==> src/rtl/decoder_nxm_skid_pkg.sv <==
// Shared types and the decode function for the pipelined N-to-2^N decoder.
package decoder_nxm_skid_pkg;

  typedef enum logic {
    DEC_ONEHOT = 1'b0,
    DEC_THERMO = 1'b1
  } dec_mode_e;

  // The decode function works on the widest supported word; callers keep the low OUT_W bits.
  localparam int DEC_MAX_IN_W  = 8;
  localparam int DEC_MAX_OUT_W = 1 << DEC_MAX_IN_W;

  function automatic int dec_out_w(input int in_w);
    return 1 << in_w;
  endfunction

  function automatic logic [DEC_MAX_OUT_W-1:0] decode(
    input logic [DEC_MAX_IN_W-1:0] index,
    input logic                    enable,
    input dec_mode_e               mode,
    input int                      out_w
  );
    logic [DEC_MAX_OUT_W-1:0] word;
    word = '0;
    for (int i = 0; i < DEC_MAX_OUT_W; i++) begin
      if (enable && (i < out_w)) begin
        if (mode == DEC_ONEHOT) word[i] = (i == int'(index));
        else                    word[i] = (i <= int'(index));
      end
    end
    return word;
  endfunction

endpackage

==> src/rtl/decoder_nxm_skid_if.sv <==
// Upstream request and downstream result handshake bundle for decoder_nxm_skid.
interface decoder_nxm_skid_if
  import decoder_nxm_skid_pkg::*;
#(
  parameter int IN_W = 2
);
  localparam int OUT_W = dec_out_w(IN_W);

  logic             in_valid;
  logic             in_ready;
  logic [IN_W-1:0]  in_index;
  logic             in_enable;
  logic             in_mode;
  logic             out_valid;
  logic             out_ready;
  logic [OUT_W-1:0] out_data;
  logic [IN_W-1:0]  out_index;

  modport slave (
    input  in_valid, in_index, in_enable, in_mode, out_ready,
    output in_ready, out_valid, out_data, out_index
  );

  modport master (
    output in_valid, in_index, in_enable, in_mode, out_ready,
    input  in_ready, out_valid, out_data, out_index
  );
endinterface

==> src/rtl/decoder_nxm_skid_buffer.sv <==
// Two-entry skid buffer: main entry drives the outputs, skid entry absorbs one stalled beat.
module decoder_nxm_skid_buffer #(
  parameter int DATA_W = 8
) (
  input  logic              clk,
  input  logic              reset_n,
  input  logic              in_valid_i,
  output logic              in_ready_o,
  input  logic [DATA_W-1:0] in_data_i,
  output logic              out_valid_o,
  input  logic              out_ready_i,
  output logic [DATA_W-1:0] out_data_o
);

  logic              main_vld_q, main_vld_d;
  logic              skid_vld_q, skid_vld_d;
  logic [DATA_W-1:0] main_data_q, main_data_d;
  logic [DATA_W-1:0] skid_data_q, skid_data_d;
  logic              accept;
  logic              main_free;

  // in_ready comes straight from a flop, so out_ready never reaches it combinationally.
  assign accept    = in_valid_i && !skid_vld_q;
  assign main_free = !main_vld_q || out_ready_i;

  always_comb begin
    main_vld_d  = main_vld_q;
    main_data_d = main_data_q;
    skid_vld_d  = skid_vld_q;
    skid_data_d = skid_data_q;
    if (main_free) begin
      if (skid_vld_q) begin
        main_vld_d  = 1'b1;
        main_data_d = skid_data_q;
        skid_vld_d  = 1'b0;
      end else if (accept) begin
        main_vld_d  = 1'b1;
        main_data_d = in_data_i;
      end else begin
        main_vld_d  = 1'b0;
      end
    end else if (accept) begin
      skid_vld_d  = 1'b1;
      skid_data_d = in_data_i;
    end
  end

  always_ff @(posedge clk or negedge reset_n) begin
    if (!reset_n) begin
      main_vld_q  <= 1'b0;
      skid_vld_q  <= 1'b0;
      main_data_q <= '0;
      skid_data_q <= '0;
    end else begin
      main_vld_q  <= main_vld_d;
      skid_vld_q  <= skid_vld_d;
      main_data_q <= main_data_d;
      skid_data_q <= skid_data_d;
    end
  end

  assign in_ready_o  = !skid_vld_q;
  assign out_valid_o = main_vld_q;
  assign out_data_o  = main_data_q;

endmodule

==> src/rtl/decoder_nxm_skid.sv <==
// N-to-2^N one-hot/thermometer decoder with a registered, back-pressured skid output.
module decoder_nxm_skid
  import decoder_nxm_skid_pkg::*;
#(
  parameter int IN_W = 2
) (
  input  logic               clk,
  input  logic               reset_n,
  decoder_nxm_skid_if.slave  bus
);

  localparam int OUT_W  = dec_out_w(IN_W);
  localparam int DATA_W = OUT_W + IN_W;

  logic [DEC_MAX_IN_W-1:0]  idx_wide;
  logic [DEC_MAX_OUT_W-1:0] dec_full;
  logic [OUT_W-1:0]         dec_word;
  logic [DATA_W-1:0]        out_word;

  always_comb begin
    idx_wide             = '0;
    idx_wide[IN_W-1:0]   = bus.in_index;
  end

  // Decoding happens before the buffer so only the accepted word is ever stored.
  assign dec_full = decode(idx_wide, bus.in_enable, dec_mode_e'(bus.in_mode), OUT_W);
  assign dec_word = dec_full[OUT_W-1:0];

  if (OUT_W < DEC_MAX_OUT_W) begin : g_hi_bits
    logic unused_hi;
    assign unused_hi = ^dec_full[DEC_MAX_OUT_W-1:OUT_W];
  end

  decoder_nxm_skid_buffer #(
    .DATA_W (DATA_W)
  ) u_skid (
    .clk         (clk),
    .reset_n     (reset_n),
    .in_valid_i  (bus.in_valid),
    .in_ready_o  (bus.in_ready),
    .in_data_i   ({dec_word, bus.in_index}),
    .out_valid_o (bus.out_valid),
    .out_ready_i (bus.out_ready),
    .out_data_o  (out_word)
  );

  assign bus.out_data  = out_word[DATA_W-1:IN_W];
  assign bus.out_index = out_word[IN_W-1:0];

endmodule

==> src/flat_wrapper.sv <==
// flat-port wrapper written by rule: the top's interface ports become plain ports
module decoder_nxm_skid_flat import decoder_nxm_skid_pkg::*;
#(
  parameter int IN_W = 2
)
  (clk, reset_n, bus_in_valid, bus_in_index, bus_in_enable, bus_in_mode, bus_out_ready, bus_in_ready, bus_out_valid, bus_out_data, bus_out_index);
  decoder_nxm_skid_if #(.IN_W(IN_W)) bus_i ();
  input  logic clk;
  input  logic reset_n;
  input wire logic [$bits(bus_i.in_valid)-1:0] bus_in_valid;
  input wire logic [$bits(bus_i.in_index)-1:0] bus_in_index;
  input wire logic [$bits(bus_i.in_enable)-1:0] bus_in_enable;
  input wire logic [$bits(bus_i.in_mode)-1:0] bus_in_mode;
  input wire logic [$bits(bus_i.out_ready)-1:0] bus_out_ready;
  output wire logic [$bits(bus_i.in_ready)-1:0] bus_in_ready;
  output wire logic [$bits(bus_i.out_valid)-1:0] bus_out_valid;
  output wire logic [$bits(bus_i.out_data)-1:0] bus_out_data;
  output wire logic [$bits(bus_i.out_index)-1:0] bus_out_index;
  assign bus_i.in_valid = bus_in_valid;
  assign bus_i.in_index = bus_in_index;
  assign bus_i.in_enable = bus_in_enable;
  assign bus_i.in_mode = bus_in_mode;
  assign bus_i.out_ready = bus_out_ready;
  assign bus_in_ready = bus_i.in_ready;
  assign bus_out_valid = bus_i.out_valid;
  assign bus_out_data = bus_i.out_data;
  assign bus_out_index = bus_i.out_index;
  decoder_nxm_skid #(.IN_W(IN_W)) u_core (.clk(clk), .reset_n(reset_n), .bus(bus_i));
endmodule
==> config.mk <==
export PLATFORM = sky130hd
export DESIGN_NAME = decoder_nxm_skid_flat
export DESIGN_NICKNAME = d
export VERILOG_FILES = /design/src/rtl/decoder_nxm_skid_pkg.sv /design/src/rtl/decoder_nxm_skid_if.sv /design/src/rtl/decoder_nxm_skid_buffer.sv /design/src/rtl/decoder_nxm_skid.sv /design/src/flat_wrapper.sv
export SDC_FILE = /design/constraint.sdc
export NUM_CORES = 1
export LEC_CHECK = 0
export CAP_MARGIN = 20
export CORE_MARGIN = 2
export CORE_UTILIZATION = 50
export CTS_CLUSTER_SIZE = 14
export DETAILED_ROUTE_END_ITERATION = 7
export PLACE_DENSITY = 0.91
export SYNTH_ARGS = -nofsm -noshare
export SYNTH_HDL_FRONTEND = slang
export SYNTH_HIERARCHICAL = 1
export SYNTH_SLANG_ARGS = --single-unit
==> constraint.sdc <==
create_clock -name clk -period 1.9 [get_ports clk]
set_input_delay 0.38 -clock clk [delete_from_list [all_inputs] [get_ports clk]]
set_output_delay 0.38 -clock clk [all_outputs]
set_load 0.02 [all_outputs]
==> flow_summary.yaml <==
synth:
  synth_flop_cell: "dfrtp_1"
  yosysTopAreaCellShare: 0.510
  synth_commonest_cells: "18 x mux2_2, 14 x dfrtp_1"
  syn_nets: 57
  yosysWarnings: 6
  ys_seq_area_frac: 0.510
  synth_top_cell_by_area: "dfrtp_1"
  synth.avg_cell_area_sq_um: 14.0
  synth_area_sq_um: 687
  yosys-top-cells-area: "dfrtp_1 51%, mux2_2 30%, buf_6 3.3%, nor3b_4 2.7%, nand2b_4 2.0%"
  synthCells: 49
  ys_ff_latch: 14
  synthMostInstantiatedCell: "mux2_2"
  ys_types: 15
  async_flop_share: 1.00
  synth-edff-count: 0
clocking:
  clock_sinks: 14
  cts_made_buffers: 3
  root_buffer: "clkbuf_4"
  post_cts_buffers: 0
  worstSkewPairLatency_ns: 0.27
  clock_tree.buffer_depth: 2
  cts_resized: 0
  cts_tree: "built"
  path_clk_slew_ns: 0.08
  h-tree-depth: 1
  cts_hold_buffers: 0
route:
  wl_microns: 1230
  vias_per_cell: 5.01
  ant_nets: 0
  drt-pass1-iter-count: 2
  drc: 0
  wl_per_cell_microns: 15.0
  drt_iter0_markers: 2
  via_count: 411
finish:
  drive_gt1_frac: 0.418
  n_antenna_cell: 0
  area_growth_pct: 27.7
  final_cells: 82
  final_nets: 76
critical_path:
  rrSetupSlack_ns: 0.47
  cp_slowest_cell: "clkdlybuf4s50_1"
  cp.arrival_ns: 1.29
  crit_fanout: 2
  end_kind: "output port"
  critPathKind: "reg -> out"
  critical_path.max_stage_delay_ns: 0.59
  crit_required_ns: 1.52
  worstRegToRegCells: 3
  crit_buf_inv: 2
  crit_family: "buffers and inverters"
  crit_chain: "inv_1 -> clkdlybuf4s50_1"
  critPathLaunchType: "flop"
  startpoint: "u_core/u_skid/skid_vld_q$_DFFE_PN0P_"
  reg2reg_from: "u_core/u_skid/skid_vld_q$_DFFE_PN0P_"
  rr_endpoint: "u_core/u_skid/skid_data_q[5]$_DFFE_PN0P_"
  crit_path_end: "bus_in_ready"
  cp.depth: 2
timing:
  worst_pin_slew_ns: 0.598
  hold_viol: 0
  period_share: 0.880
  max_freq_mhz: 598
  rsz0062_at_grt: "no"
  slew_headroom: 0.600
  setup_violations: 0
  slew_viol_final: 0
  setup-tns-final_ns: 0
  fin_skew_ns: 0.00503
  post-route-min-period_ns: 1.67
power:
  p_per_area_mw_per_mm2: 933
  peakVddDrop_mv: 0.607
  power.leakage_nw: 0.393
  power_uw: 818
floorplan:
  start_util: 0.535
  die_h_microns: 41.1
  core_sq_mm: 0.00128
  row_count: 13
  pin_count: 16
  die_w_microns: 41.1
  die_area_sq_mm: 0.00169
grt:
  grt_pass1_vias: 413
  grt_max_degree: 15
  grt_pass1_wl_microns: 1860
  gr-usage-all-layers: 0.185
  grt_overflow: 0
  antenna_found_initial: 0
placed_design:
  portBuffers: 15
  place_inst: 78
  gp_congestion: 0.635
  post-dp-hpwl_microns: 964
worst_hold_path:
  hold_class: "in -> async"
outcome:
  status: "finished clean"
run:
  maxCapViolations: 0
## how the worst min path moves through the flow
stage	start	endpoint	slack, ns	cells after the start
floorplan	reset_n	u_core/u_skid/out_data_o[0]$_DFFE_PN0P_	0.08	0
finish	reset_n	u_core/u_skid/out_valid_o$_DFFE_PN0P_	0.48	1
global placement	u_core/u_skid/skid_data_q[4]$_DFFE_PN0P_	u_core/u_skid/skid_data_q[4]$_DFFE_PN0P_	0.48	1
CTS	reset_n	u_core/u_skid/out_valid_o$_DFFE_PN0P_	0.49	1
detailed placement	u_core/u_skid/skid_data_q[2]$_DFFE_PN0P_	u_core/u_skid/skid_data_q[2]$_DFFE_PN0P_	0.49	1
global route	reset_n	u_core/u_skid/skid_data_q[1]$_DFFE_PN0P_	0.51	1
## power by group
group / internal (mW) / total, mW / switching (mW)
logic: 0.131 / 0.232 / 0.101
clock network: 0.116 / 0.206 / 0.0896
registers: 0.352 / 0.381 / 0.0291
## metal layers
metal / global-route usage / wire [microns] / up-vias
met5: 0 / 0 / -
met4: 0.100 / 19 / 0
met3: 0.0489 / 43 / 2
met2: 0.316 / 624 / 8
met1: 0.206 / 541 / 197
li1: - / - / 204
## flip-flops by register name (all words and copies together) (netlist names)
signal / count
u_core/u_skid/out_valid_o: 1
u_core/u_skid/skid_vld_q: 1
u_core/u_skid/out_data_o: 6
u_core/u_skid/skid_data_q: 6
## worst reg2reg max path, stage by stage (launching register included)
cell and delay [ns]:
dfrtp_1 0.39, buf_4 0.18, nor3b_4 0.36, mux2_2 0.39
## final cells by class
class,count,area [sq um]
inverter,2,7.51
multi-input combinational,31,307
tap,15,18.8
fill,103,408
timing repair buffer,16,158
clock buffer,4,36.3
sequential,14,350
## cell families after synthesis
| kind of cell | share of synthesized area |
|---|---|
| AO/OA/AOI/OAI | 0.0182 |
| AND/OR/NAND/NOR | 0.118 |
| buffers and inverters | 0.0437 |
| flip-flops | 0.510 |
| multiplexers | 0.310 |
## cell usage in the layout, fill, tap and decap left out, drive strengths merged, types with 2 or more instances in the layout
cell / netlist / final
clkdlybuf4s50: 0 / 15
inv: 2 / 2
clkbuf: 0 / 4
dfrtp: 14 / 14
nor2: 3 / 3
nand2: 2 / 2
nor2b: 2 / 2
mux2: 18 / 18
## metrics by stage
stage / cell area [sq um] / hold WS (ns) / util / setup slack (ns)
2_1_floorplan: 687 / 0.0844 / - / 0.549
3_3_place_gp: 841 / 0.482 / 0.654 / 0.0773
3_5_place_dp: 841 / 0.491 / 0.654 / 0.0138
4_1_cts: 877 / 0.490 / 0.683 / 0.209
5_1_grt: 877 / 0.512 / 0.683 / 0.149
6_report: 877 / 0.480 / 0.683 / 0.228
Power figures use the tool's default switching activity.
